--- src/rtl/char_scroll_feeder_if.sv ---
// Bus between the scroll feeder, its switch-driven input path and the
// display multiplexer. The feeder sits on the master side.
//
// Handshake: load is a one-way strobe with no ready; the display latches
// data into char_position on every cycle load=1. wr_en, clear and
// scroll_en are level inputs sampled on each rising edge; there is no
// back-pressure, so a write while full is silently dropped.
interface char_scroll_feeder_if #(
   parameter int MSG_DEPTH = 16
);
   localparam int LEN_W = $clog2(MSG_DEPTH) + 1;

   logic [3:0]       wr_data;
   logic             wr_en;
   logic             clear;
   logic             scroll_en;
   logic [3:0]       data;
   logic [1:0]       char_position;
   logic             load;
   logic             busy;
   logic [LEN_W-1:0] msg_len;
   logic             full;
   logic             state_dbg;   // 1 while the refresh walk is running

   modport master (
      input  wr_data, wr_en, clear, scroll_en,
      output data, char_position, load, busy, msg_len, full, state_dbg
   );

   modport slave (
      output wr_data, wr_en, clear, scroll_en,
      input  data, char_position, load, busy, msg_len, full, state_dbg
   );
endinterface

--- src/rtl/char_scroll_feeder.sv ---
// Message buffer plus scroll engine feeding a 4-position character display.
// Any change to the visible window (write, clear, scroll step) raises a
// pending flag; the refresh FSM then rewrites all four positions in order.
module char_scroll_feeder #(
   parameter int unsigned TICK_COUNT = 10_000_000,
   parameter int          MSG_DEPTH  = 16,
   parameter logic [3:0]  BLANK_CODE = 4'hF
) (
   input  logic                  clk,
   input  logic                  rst_n,
   char_scroll_feeder_if.master  bus
);
   localparam int IDX_W = $clog2(MSG_DEPTH);
   localparam int LEN_W = IDX_W + 1;
   localparam int CNT_W = $clog2(TICK_COUNT);

   typedef enum logic {
      ST_IDLE    = 1'b0,
      ST_REFRESH = 1'b1
   } state_t;

   state_t           state, state_next;
   logic [3:0]       msg_buf [MSG_DEPTH];
   logic [LEN_W-1:0] msg_len;
   logic [IDX_W-1:0] head;
   logic [CNT_W-1:0] tick_cnt;
   logic             pending;
   logic [IDX_W-1:0] idx, idx_next;
   logic [1:0]       pos, pos_next;
   logic             load_q, load_next;
   logic [3:0]       data_q, data_next;
   logic [1:0]       cpos_q, cpos_next;
   logic             start;
   logic             full;
   logic             wr_ok;
   logic             tick;
   logic             event_hit;
   logic [LEN_W-1:0] idx_inc;
   logic [LEN_W-1:0] head_inc;

   assign full      = (msg_len == LEN_W'(MSG_DEPTH));
   // clear wins over a simultaneous write
   assign wr_ok     = bus.wr_en && !full && !bus.clear;
   assign tick      = !bus.clear && bus.scroll_en && (msg_len != '0) &&
                      (tick_cnt == CNT_W'(TICK_COUNT - 1));
   assign event_hit = bus.clear | wr_ok | tick;
   assign idx_inc   = {1'b0, idx} + LEN_W'(1);
   assign head_inc  = {1'b0, head} + LEN_W'(1);

   // Message length, window start and scroll tick counter
   always_ff @(posedge clk) begin
      if (!rst_n || bus.clear) begin
         msg_len  <= '0;
         head     <= '0;
         tick_cnt <= '0;
      end else begin
         if (wr_ok) msg_len <= msg_len + LEN_W'(1);
         if (bus.scroll_en && msg_len != '0) begin
            if (tick) begin
               tick_cnt <= '0;
               head     <= (head_inc == msg_len) ? '0 : head_inc[IDX_W-1:0];
            end else begin
               tick_cnt <= tick_cnt + CNT_W'(1);
            end
         end
      end
   end

   // Character storage; contents need no reset since msg_len bounds reads
   always_ff @(posedge clk) begin
      if (rst_n && wr_ok) msg_buf[msg_len[IDX_W-1:0]] <= bus.wr_data;
   end

   // Pending refresh flag: a new event outranks the FSM consuming it
   always_ff @(posedge clk) begin
      if (!rst_n)         pending <= 1'b1;
      else if (event_hit) pending <= 1'b1;
      else if (start)     pending <= 1'b0;
   end

   // FSM state and registered display outputs
   always_ff @(posedge clk) begin
      if (!rst_n) begin
         state  <= ST_IDLE;
         idx    <= '0;
         pos    <= '0;
         load_q <= 1'b0;
         data_q <= BLANK_CODE;
         cpos_q <= '0;
      end else begin
         state  <= state_next;
         idx    <= idx_next;
         pos    <= pos_next;
         load_q <= load_next;
         data_q <= data_next;
         cpos_q <= cpos_next;
      end
   end

   // Next state: walk four positions, chaining straight into another walk
   // when something changed meanwhile
   always_comb begin
      state_next = state;
      idx_next   = idx;
      pos_next   = pos;
      load_next  = 1'b0;
      data_next  = data_q;
      cpos_next  = cpos_q;
      start      = 1'b0;
      case (state)
         ST_IDLE: begin
            if (pending) begin
               state_next = ST_REFRESH;
               start      = 1'b1;
            end
         end
         ST_REFRESH: begin
            load_next = 1'b1;
            cpos_next = pos;
            // msg_len checked every cycle so a clear blanks the rest at once
            data_next = (msg_len == '0) ? BLANK_CODE : msg_buf[idx];
            idx_next  = (idx_inc >= msg_len) ? '0 : idx_inc[IDX_W-1:0];
            pos_next  = pos + 2'd1;
            if (pos == 2'd3) begin
               if (pending) start      = 1'b1;
               else         state_next = ST_IDLE;
            end
         end
         default: state_next = ST_IDLE;
      endcase
      if (start) begin
         idx_next = head;
         pos_next = '0;
      end
   end

   assign bus.load          = load_q;
   assign bus.busy          = load_q;
   assign bus.data          = data_q;
   assign bus.char_position = cpos_q;
   assign bus.msg_len       = msg_len;
   assign bus.full          = full;
   assign bus.state_dbg     = (state == ST_REFRESH);
endmodule

--- src/flat_wrapper.sv ---
// flat-port wrapper written by rule: the top's interface ports become plain ports
module char_scroll_feeder_flat 
#(
   parameter int unsigned TICK_COUNT = 10_000_000,
   parameter int          MSG_DEPTH  = 16,
   parameter logic [3:0]  BLANK_CODE = 4'hF
)
  (clk, rst_n, bus_wr_data, bus_wr_en, bus_clear, bus_scroll_en, bus_data, bus_char_position, bus_load, bus_busy, bus_msg_len, bus_full, bus_state_dbg);
  char_scroll_feeder_if #(.MSG_DEPTH(MSG_DEPTH)) bus_i ();
  input  logic clk;
  input  logic rst_n;
  input wire logic [$bits(bus_i.wr_data)-1:0] bus_wr_data;
  input wire logic [$bits(bus_i.wr_en)-1:0] bus_wr_en;
  input wire logic [$bits(bus_i.clear)-1:0] bus_clear;
  input wire logic [$bits(bus_i.scroll_en)-1:0] bus_scroll_en;
  output wire logic [$bits(bus_i.data)-1:0] bus_data;
  output wire logic [$bits(bus_i.char_position)-1:0] bus_char_position;
  output wire logic [$bits(bus_i.load)-1:0] bus_load;
  output wire logic [$bits(bus_i.busy)-1:0] bus_busy;
  output wire logic [$bits(bus_i.msg_len)-1:0] bus_msg_len;
  output wire logic [$bits(bus_i.full)-1:0] bus_full;
  output wire logic [$bits(bus_i.state_dbg)-1:0] bus_state_dbg;
  assign bus_i.wr_data = bus_wr_data;
  assign bus_i.wr_en = bus_wr_en;
  assign bus_i.clear = bus_clear;
  assign bus_i.scroll_en = bus_scroll_en;
  assign bus_data = bus_i.data;
  assign bus_char_position = bus_i.char_position;
  assign bus_load = bus_i.load;
  assign bus_busy = bus_i.busy;
  assign bus_msg_len = bus_i.msg_len;
  assign bus_full = bus_i.full;
  assign bus_state_dbg = bus_i.state_dbg;
  char_scroll_feeder #(.TICK_COUNT(TICK_COUNT), .MSG_DEPTH(MSG_DEPTH), .BLANK_CODE(BLANK_CODE)) u_core (.clk(clk), .rst_n(rst_n), .bus(bus_i));
endmodule
--- config.mk ---
export PLATFORM = sky130hd
export DESIGN_NAME = char_scroll_feeder_flat
export DESIGN_NICKNAME = d
export VERILOG_FILES = /design/src/rtl/char_scroll_feeder_if.sv /design/src/rtl/char_scroll_feeder.sv /design/src/flat_wrapper.sv
export SDC_FILE = /design/constraint.sdc
export NUM_CORES = 1
export LEC_CHECK = 0
export BUFFER_PORTS_ARGS = -buffer_cell sky130_fd_sc_hd__buf_2
export CAP_MARGIN = 0
export CORE_ASPECT_RATIO = 1.2
export CORE_MARGIN = 5
export CORE_UTILIZATION = 50
export DETAILED_ROUTE_END_ITERATION = 16
export PLACE_DENSITY_LB_ADDON = 0.2
export RECOVER_POWER = 100
export REMOVE_ABC_BUFFERS = 1
export SLEW_MARGIN = 20
export SYNTH_ARGS = -nofsm -noshare
export SYNTH_HDL_FRONTEND = slang
export SYNTH_SLANG_ARGS = --single-unit
--- constraint.sdc ---
create_clock -name clk -period 2.74 [get_ports clk]
set_clock_uncertainty 0.15 [all_clocks]
set_input_delay 0.411 -clock clk [delete_from_list [all_inputs] [get_ports clk]]
set_output_delay 0.411 -clock clk [all_outputs]
set_load 0.02 [all_outputs]
* After elaboration in Yosys (flattened, before gate mapping)
Memory sizes are Yosys's and may differ from the RTL's. A register that Yosys moved wholly into a read port is not among the register bits.
Cells that the tools add are included.
** Word-level totals
- Bits in registers :: 48
- Memories :: 1
- Input bits :: 9
- Bits in writable memories :: 64
- Word-level logic and storage cells :: 58
** Memories
- u_core.msg_buf :: depth 16, bits a word 4, read ports 1, clocked after Yosys merged registers in 1, wr ports 1, RTL line char_scroll_feeder.sv:23 : logic [3:0] msg_buf [MSG_DEPTH];
** Operators by class
- Equal/unequal tests :: 4
- Bitwise gates (word level) :: 4
- Reductions and logical operators :: 17
- Add/sub/neg operators :: 5
- Multiplexer cells :: 16
- $lt $le $gt $ge :: 1
** Operators with widths (count)
- two-way mux 4 bit :: 7
- adder 24 x 1 -> 24 bit (second input constant) :: 1
- == test 24 bit (second input constant) :: 1
- two-way mux 24 bit :: 1
- adder 4 x 1 -> 5 bit (second input constant) :: 2
- logical AND 1 bit :: 7
- two-way mux 1 bit :: 6
- adder 5 x 1 -> 5 bit (second input constant) :: 1
- == test 5 bit :: 1
- == test 5 bit (second input constant) :: 1
- greater-or-equal comparator 5 bit :: 1
- zero test 5 bit :: 1
- nonzero test 5 bit :: 1
- case mux 1 bit (2 select lines) :: 2
- OR reduction 2 bit :: 2
- zero test 1 bit :: 3
- adder 2 x 1 -> 2 bit (second input constant) :: 1
- == test 2 bit (second input constant) :: 1
- NOT 1 bit :: 2
- bitwise OR 1 bit :: 2
- AND reduction 2 bit :: 1
- nonzero test 2 bit :: 1
- logical OR 1 bit :: 1

* Logic depth before layout (Yosys ltp)
Gate-level depths: netlist (run 1).
- Word-level depth :: 7
- Depth in mapped cells :: 8
- Mapped depth without buffers :: 8

* Worst setup path after synthesis (run 1)
No wires, ideal clock.
- Kind :: register to register
- Start point :: reg u_core.msg_len[0] (netlist: u_core.bus.msg_len[0])
- End point :: mem u_core.msg_buf[0][0] (enable)
- Arrival :: 1830 ps
- Setup slack :: 399 ps
- Stages on the path, launching flop included :: 8
- Path through :: dfxtp_1 > inv_1 > ha_1 > nand3_1 > nand2_1 > nor2_1 > nand2_1 > nor3_1
** On the way
- Cells in the longest elaborated chain, start to end :: 7
** RTL lines
- start, declared :: RTL line char_scroll_feeder.sv:24 : logic [LEN_W-1:0] msg_len;
- start signal, assigned :: RTL line char_scroll_feeder.sv:57 : if (wr_ok) msg_len <= msg_len + LEN_W'(1);
- == test 5 bit :: RTL line char_scroll_feeder.sv:41 : assign full = (msg_len == LEN_W'(MSG_DEPTH));
- zero test 1 bit :: RTL line char_scroll_feeder.sv:43 : assign wr_ok = bus.wr_en && !full && !bus.clear;
- logical AND 1 bit (2 in a row) :: RTL line char_scroll_feeder.sv:43
- logical AND 1 bit :: RTL line char_scroll_feeder.sv:71 : if (rst_n && wr_ok) msg_buf[msg_len[IDX_W-1:0]] <= bus.wr_data;
- two-way mux 1 bit :: RTL line char_scroll_feeder.sv:71
- two-way mux 1 bit (not written as such) :: RTL line char_scroll_feeder.sv:71
- end, declared :: RTL line char_scroll_feeder.sv:23
Parallel ways exist; a longest one is shown, timed or not.

* Final worst setup path (run 1)
- Start point :: reg u_core.msg_len[1] (netlist: u_core.bus.msg_len[1])
- End point :: mem u_core.msg_buf[0][2] (enable)
The elaborated chain is that of the path after synthesis.

==> qor.yml, run 1 <==
status: "finished, final reports clean"
power_density_mw_per_mm2: 697.1
yosysSeqAreaShare: 0.5794
htreeDepth: 4
clk_latency_ns: 0.41
setup.worst_path.end_class: "register"
reg2reg_from: "u_core.bus.msg_len[1]$_SDFFE_PP0N_"
max_freq_ghz: 0.4002
post-route-min-period_ns: 2.499
via_per_inst: 5.639
fin_cells: 595
startpoint: "u_core.bus.msg_len[1]$_SDFFE_PP0N_"
hold_depth: 2
area_growth_pct: 16.32
synth_cell_types: 49
fin_area_mm2: 0.005948
worstPathMaxFanout: 7
avgSynthCellArea_um2: 12.32
io_pins: 24
numPortBuffers: 23
timing.final.ws_setup_ns: 0.2413
drv_cap: 0
drive_above_1_share: 0.1343
rsz0062_at_grt: "false"
dieArea_mm2: 0.01236
ys_seq_elements: 116
r2r_slack_ns: 0.24
worstSetupPathType: "reg -> reg"
worst_slew_pin_slew_ns: 0.7521
synthFlopType: "edfxtp_1"
drtPass1Iterations: 4
grt_overflow_total: 0
leakage_nw: 1.992
place_area_mm2: 0.005429
arrival_ns: 2.43
root_buffer: "clkbuf_16"
cts_tree: "done"
hold_start: "bus_wr_en"
cts_resized: 0
cts.sinks: 116
clkPwrFrac: 0.518
hold_viol: 0
dp_slack_ns: 0.3971
tns_ns: 0
sequentialPowerShare: 0.448
drtIter0Drc: 185
vias: 3355
ir_worst_vdd_mv: 0.4876
synthCells: 415
cellInternalPower_mw: 3.320
gr-usage-all-layers: 0.1849
ant_nets: 0
place_congestion: 0.8552
wirelength_um: 10640
synth-edff-count: 64
core-area_mm2: 0.01001
grt_max_degree: 23
start_util: 0.5109
combPwrFrac: 0.033
hold_path.class: "in -> reg"
placed_cells: 563
hold_buffers: 0
drc: 0
layout_commonest_cell: "edfxtp_1"
grt_pass1_vias: 3390
synth_area_mm2: 0.005114
grt_pass1_wl_um: 17140
swShare: 0.1993
power_mw: 4.146
cts_setup_buffers: 0
fin_crit_sh: 0.9119
synth_async_sr_flop_share: 0
slew_headroom: 0.4986
nets: 478
reg2regPathDepth: 8
die_h_um: 120.8
cts_buffer_depth: 2
required_ns: 2.67
detailed_place_hpwl_um: 7557
fp-row-count: 40
clk_pin_slew_worst_paths_ns: 0.06
synth_warnings: 0
final_cell_mix: "64 x edfxtp_1, 52 x dfxtp_1, 49 x nor2_1"
post_drt_wl_per_cell_um: 17.88
diodes: 0
cts_made_buffers: 17
fin_util: 0.5943
maxSlewViolCount: 0
setup_violations: 0
p_switching_uw: 826.2
die_w_um: 102.3
worst_hold_slack_ns: 0.1416
startpoint_type: "register"
antenna_found_initial: 0
## state kept, by name, summed over array words and instances (netlist names), 2 cells and up, named ones only
signal,flops
u_core.head,4
u_core.idx,4
u_core.pos,2
u_core.tick_cnt,24
u_core.msg_buf,64
u_core.bus.char_position,2
u_core.bus.msg_len,5
u_core.bus.data,4
## final cells by class
class	count	area (um^2)
Tap cell	126	157.7
Fill cell	834	4061
Sequential cell	116	2963
Multi-Input combinational cell	274	2041
Clock buffer	22	444.2
Timing Repair Buffer	38	176.4
Clock inverter	10	132.6
Inverter	9	33.78
## worst paths after layout
path                                endpoint
min reg2reg  u_core.bus.data[3]$_SDFFE_PN1P_
max reg2reg   u_core.msg_buf[0][2]$_DFFE_PP_
min              u_core.pending$_SDFFE_PP1P_
max           u_core.msg_buf[0][2]$_DFFE_PP_
## power by group through the flow
| stage | Clock, mW | Combinational (mW) | Sequential, mW |
|---|---|---|---|
| after detailed placement | 0 | 0.144 | 1.89 |
| after global placement | 0 | 0.143 | 1.89 |
| after floorplan | 0 | 0.0692 | 1.91 |
| after CTS | 2.18 | 0.145 | 1.86 |
| final | 2.15 | 0.139 | 1.86 |
| after global routing | 2.26 | 0.152 | 1.86 |
## Yosys cell counts (3+ instances only)
library cell / number / share of area
edfxtp_1: 64 / 0.38
dfxtp_1: 52 / 0.20
nor2_1: 49 / 0.036
a21oi_1: 27 / 0.026
nand2_1: 23 / 0.017
mux4_2: 16 / 0.070
xnor2_1: 15 / 0.026
ha_1: 13 / 0.032
nand3_1: 13 / 0.013
clkbuf_1: 10 / 0.0073
mux2i_1: 10 / 0.020
nand2b_1: 10 / 0.012
nor2b_1: 10 / 0.012
o21ai_0: 10 / 0.0098
inv_1: 9 / 0.0066
xor2_1: 9 / 0.015
nor3_1: 7 / 0.0069
and3_1: 6 / 0.0073
nand4_1: 6 / 0.0073
a211oi_1: 5 / 0.0073
buf_2: 5 / 0.0049
nor4_1: 4 / 0.0049
o22a_1: 4 / 0.0069
or3_1: 4 / 0.0049
nor4b_1: 3 / 0.0051
## layer usage
metal	GRT usage	vias to the layer above	share of wire
met5	0	-	0
met4	0.06481	0	0.012
met3	0.05597	15	0.039
met2	0.3171	79	0.53
met1	0.2174	1637	0.42
li1	-	1624	-
## cells by family (layout without fill, tap and decap cells)
group | Yosys count | in the layout | synth area share
simple gates | 149 | 149 | 0.1581
flops | 116 | 116 | 0.5794
compound gates | 61 | 61 | 0.07487
mux | 26 | 26 | 0.09004
xor+xnor | 25 | 25 | 0.04551
buf+inv | 25 | 79 | 0.02031
fa+ha+maj | 13 | 13 | 0.03181
## critical path, cell delays in order (launching register included)
cell      delay [ns]
dfxtp_1         0.47
inv_1           0.13
ha_1            0.23
nand3_1         0.13
nand2_1         0.16
nor2_1          0.25
nand2_1         0.16
nor3_1          0.19
clkbuf_1        0.29
Note: power is estimated with default switching activity, not from simulation.
==> run 2: changes to the inputs <==
Settings changed: ABC_AREA set to 1, CAP_MARGIN 0 to 20, PLACE_DENSITY set to 0.67, PLACE_DENSITY_LB_ADDON 0.2 to unset.
==> qor.yml, run 2 <==
status: "finished, final reports clean"
synthCells: 624  # +50%
swShare: 0.2207  # +0.02139
worst_hold_slack_ns: 0.1468  # +0.005208 ns
clkPwrFrac: 0.530  # +0.012
tns_ns: 0  # unchanged
synth_cell_types: 41  # -16%
synth_top_family_by_area: "simple AND/OR/NAND/NOR gates"
muxShareOfSynthArea: 0  # -0.09004
die_h_um: 124.5  # +3.1%
clk_latency_ns: 0.42  # about the same
drtIter0Drc: 231  # +25%
yosys.area_share.simple: 0.2923  # +0.1342
post-route-min-period_ns: 2.370  # -0.1289 ns
worstSetupPathType: "reg -> reg"
required_ns: 2.89  # +0.22 ns
synthXorXnorAreaFrac: 0.02403  # -0.02148
hold_buffers: 0  # unchanged
ys_top_cells_by_count: "154 x nand2_1, 99 x nor2_1, 64 x edfxtp_1, 58 x nand3_1, 52 x dfxtp_1"
layout_commonest_cell: "nand2_1"
largest_reg_flops: 64  # unchanged
antenna_found_initial: 0  # unchanged
setup.worst_path.end_class: "register"
rsz0062_at_grt: "false"
drtPass1Iterations: 5  # +1
drive_above_1_share: 0.08872  # -0.04561
cts_made_buffers: 17  # unchanged
max_freq_ghz: 0.4220  # +5.4%
cpMaxStageDelayCell: "dfxtp_1"
cellInternalPower_mw: 3.380  # +1.8%
nets: 674  # +41%
dieArea_mm2: 0.01313  # +6.3%
via_per_inst: 5.335  # -5.4%
combPwrFrac: 0.040  # +0.007
cp_common_cell: "nand2_1"
final_cell_mix: "157 x nand2_1, 105 x nor2_1, 64 x edfxtp_1"
synth_async_sr_flop_share: 0  # unchanged
synth_top_area_share: 0.3516  # -0.02426
synthFlopType: "edfxtp_1"
ir_worst_vdd_mv: 0.5019  # +2.9%
clk_pin_slew_worst_paths_ns: 0.06  # about the same
worstPathMaxFanout: 11  # +4
post_drt_wl_per_cell_um: 15.37  # -14%
place_congestion: 0.8878  # +3.8%
synth_compound_area_frac: 0.05699  # -0.01788
drv_cap: 0  # unchanged
htreeDepth: 4  # unchanged
placed_cells: 762  # +35%
detailed_place_hpwl_um: 8542  # +13%
grt_pass1_wl_um: 20380  # +19%
gr-usage-all-layers: 0.1964  # +0.01150
numPortBuffers: 23  # unchanged
core-area_mm2: 0.01062  # +6.1%
leakage_nw: 2.386  # +20%
setup_violations: 0  # unchanged
synth-edff-count: 64  # unchanged
synth_warnings: 0  # unchanged
yosysSeqAreaShare: 0.5420  # -0.03740
grt_max_degree: 33  # +43%
avgSynthCellArea_um2: 8.760  # -29%
grt_overflow_total: 0  # unchanged
start_util: 0.5148  # +0.003912
drc: 0  # unchanged
maxSlewViolCount: 0  # unchanged
worst_path_largest_cell_delay_ns: 0.45  # -0.02 ns
cts_tree: "done"
ant_nets: 0  # unchanged
cts_setup_buffers: 0  # unchanged
synth-adder-area-share: 0.02976  # -0.002053
worst_slew_pin_slew_ns: 0.8447  # +0.09256 ns
fin_cells: 794  # +33%
io_pins: 24  # unchanged
cp_cell_sequence: "inv_1 > ha_1 > nand3_4 > nand2_1 > inv_8 > nand2_1 > nor2_1 > nand3_1 > nand2_1 > nor2_1"
p_switching_uw: 956.9  # +16%
reg2regPathDepth: 10  # +2
sequentialPowerShare: 0.430  # -0.018
cts_buffer_depth: 2  # unchanged
cts.sinks: 116  # unchanged
synthTopCellsByArea: "edfxtp_1 35%, dfxtp_1 19%, nand2_1 11%"
fp-row-count: 41  # +2.5%
area_growth_pct: 13.39
startpoint_type: "register"
yosysMostFrequentCell: "nand2_1"
hold_depth: 3  # +1
place_area_mm2: 0.005660  # +4.3%
grt_pass1_vias: 4189  # +24%
fin_area_mm2: 0.006198  # +4.2%
synth_area_mm2: 0.005466  # +6.9%
wirelength_um: 12210  # +15%
slew_headroom: 0.4363  # -0.06233
hold_path.class: "in -> reg"
root_buffer: "clkbuf_16"
ys_seq_elements: 116  # unchanged
hold_viol: 0  # unchanged
synth_area_leader_cell: "edfxtp_1"
die_w_um: 105.5  # +3.1%
power_density_mw_per_mm2: 699.7  # +0.37%
arrival_ns: 2.52  # +0.09 ns
diodes: 0  # unchanged
fin_crit_sh: 0.8649  # -0.04705
cts_resized: 0  # unchanged
vias: 4236  # +26%
## run 2: changes by cell type in the layout (fill, tap and decap cells not counted), sizes merged, moves of 16 or more
cell	previous run	this run
nor2	50	110
mux4	16	0
o21ai	11	33
inv	9	54
nand3	13	60
nand2	23	158
## run 2: per-layer routing
metal / vias up / track usage / part of all wire
met2: 105 / 0.3386 / 0.52
met5: - / 0 / 0
met1: 1979 / 0.2323 / 0.41
met4: 0 / 0.08417 / 0.028
li1: 2120 / - / -
met3: 32 / 0.04562 / 0.040
## run 2: logic make-up after synthesis
kind of cell	Yosys count
simple gates	355
flops	116
buf+inv	67
compound gates	58
xor+xnor	15
fa+ha+maj	13
## run 2: worst paths after layout
kind	start	end	slack, ns
hold / removal	rst_n	u_core.bus.busy$_SDFF_PN0_	0.15
setup reg to reg	u_core.bus.msg_len[0]$_SDFFE_PP0N_	u_core.tick_cnt[7]$_SDFFE_PP0P_	0.37
hold reg to reg	u_core.bus.data[0]$_SDFFE_PN1P_	u_core.bus.data[0]$_SDFFE_PN1P_	0.33
setup / recovery	u_core.bus.msg_len[0]$_SDFFE_PP0N_	u_core.tick_cnt[7]$_SDFFE_PP0P_	0.37
## run 2: power by group through the flow
stage          clock network [mW]  registers [mW]  logic (mW)
2_1_floorplan                   0            1.91      0.0963
5_1_grt                      2.42            1.86       0.199
3_5_place_dp                    0            1.90       0.184
4_1_cts                      2.32            1.86       0.186
3_3_place_gp                    0            1.90       0.184
6_report                     2.30            1.86       0.175
## run 2: final cells by class
type | instances | area (um^2)
inverters | 50 | 195.2
well taps | 129 | 161.4
flip-flops and latches | 116 | 2963
multi-input cells | 441 | 2136
clock inverters | 12 | 140.1
clock buffers | 20 | 489.2
fillers | 923 | 4420
repair buffers | 26 | 113.9
## run 2: per-stage QoR
step	worst slack (ns)	total power, mW	util
final	0.3702	4.337	0.5837
after CTS	0.4453	4.366	0.5923
after global routing	0.1283	4.484	0.5837
after floorplan	0.5641	2.010	-
after detailed placement	0.4093	2.084	0.5331
after global placement	0.4863	2.082	0.5331
## run 2: worst max-delay path, delay by kind of cell (launching register included)
| kind | cells | cell delay, ns |
|---|---|---|
| flops | 1 | 0.45 |
| buf+inv | 2 | 0.29 |
| fa+ha+maj | 1 | 0.27 |
| simple gates | 7 | 1.09 |
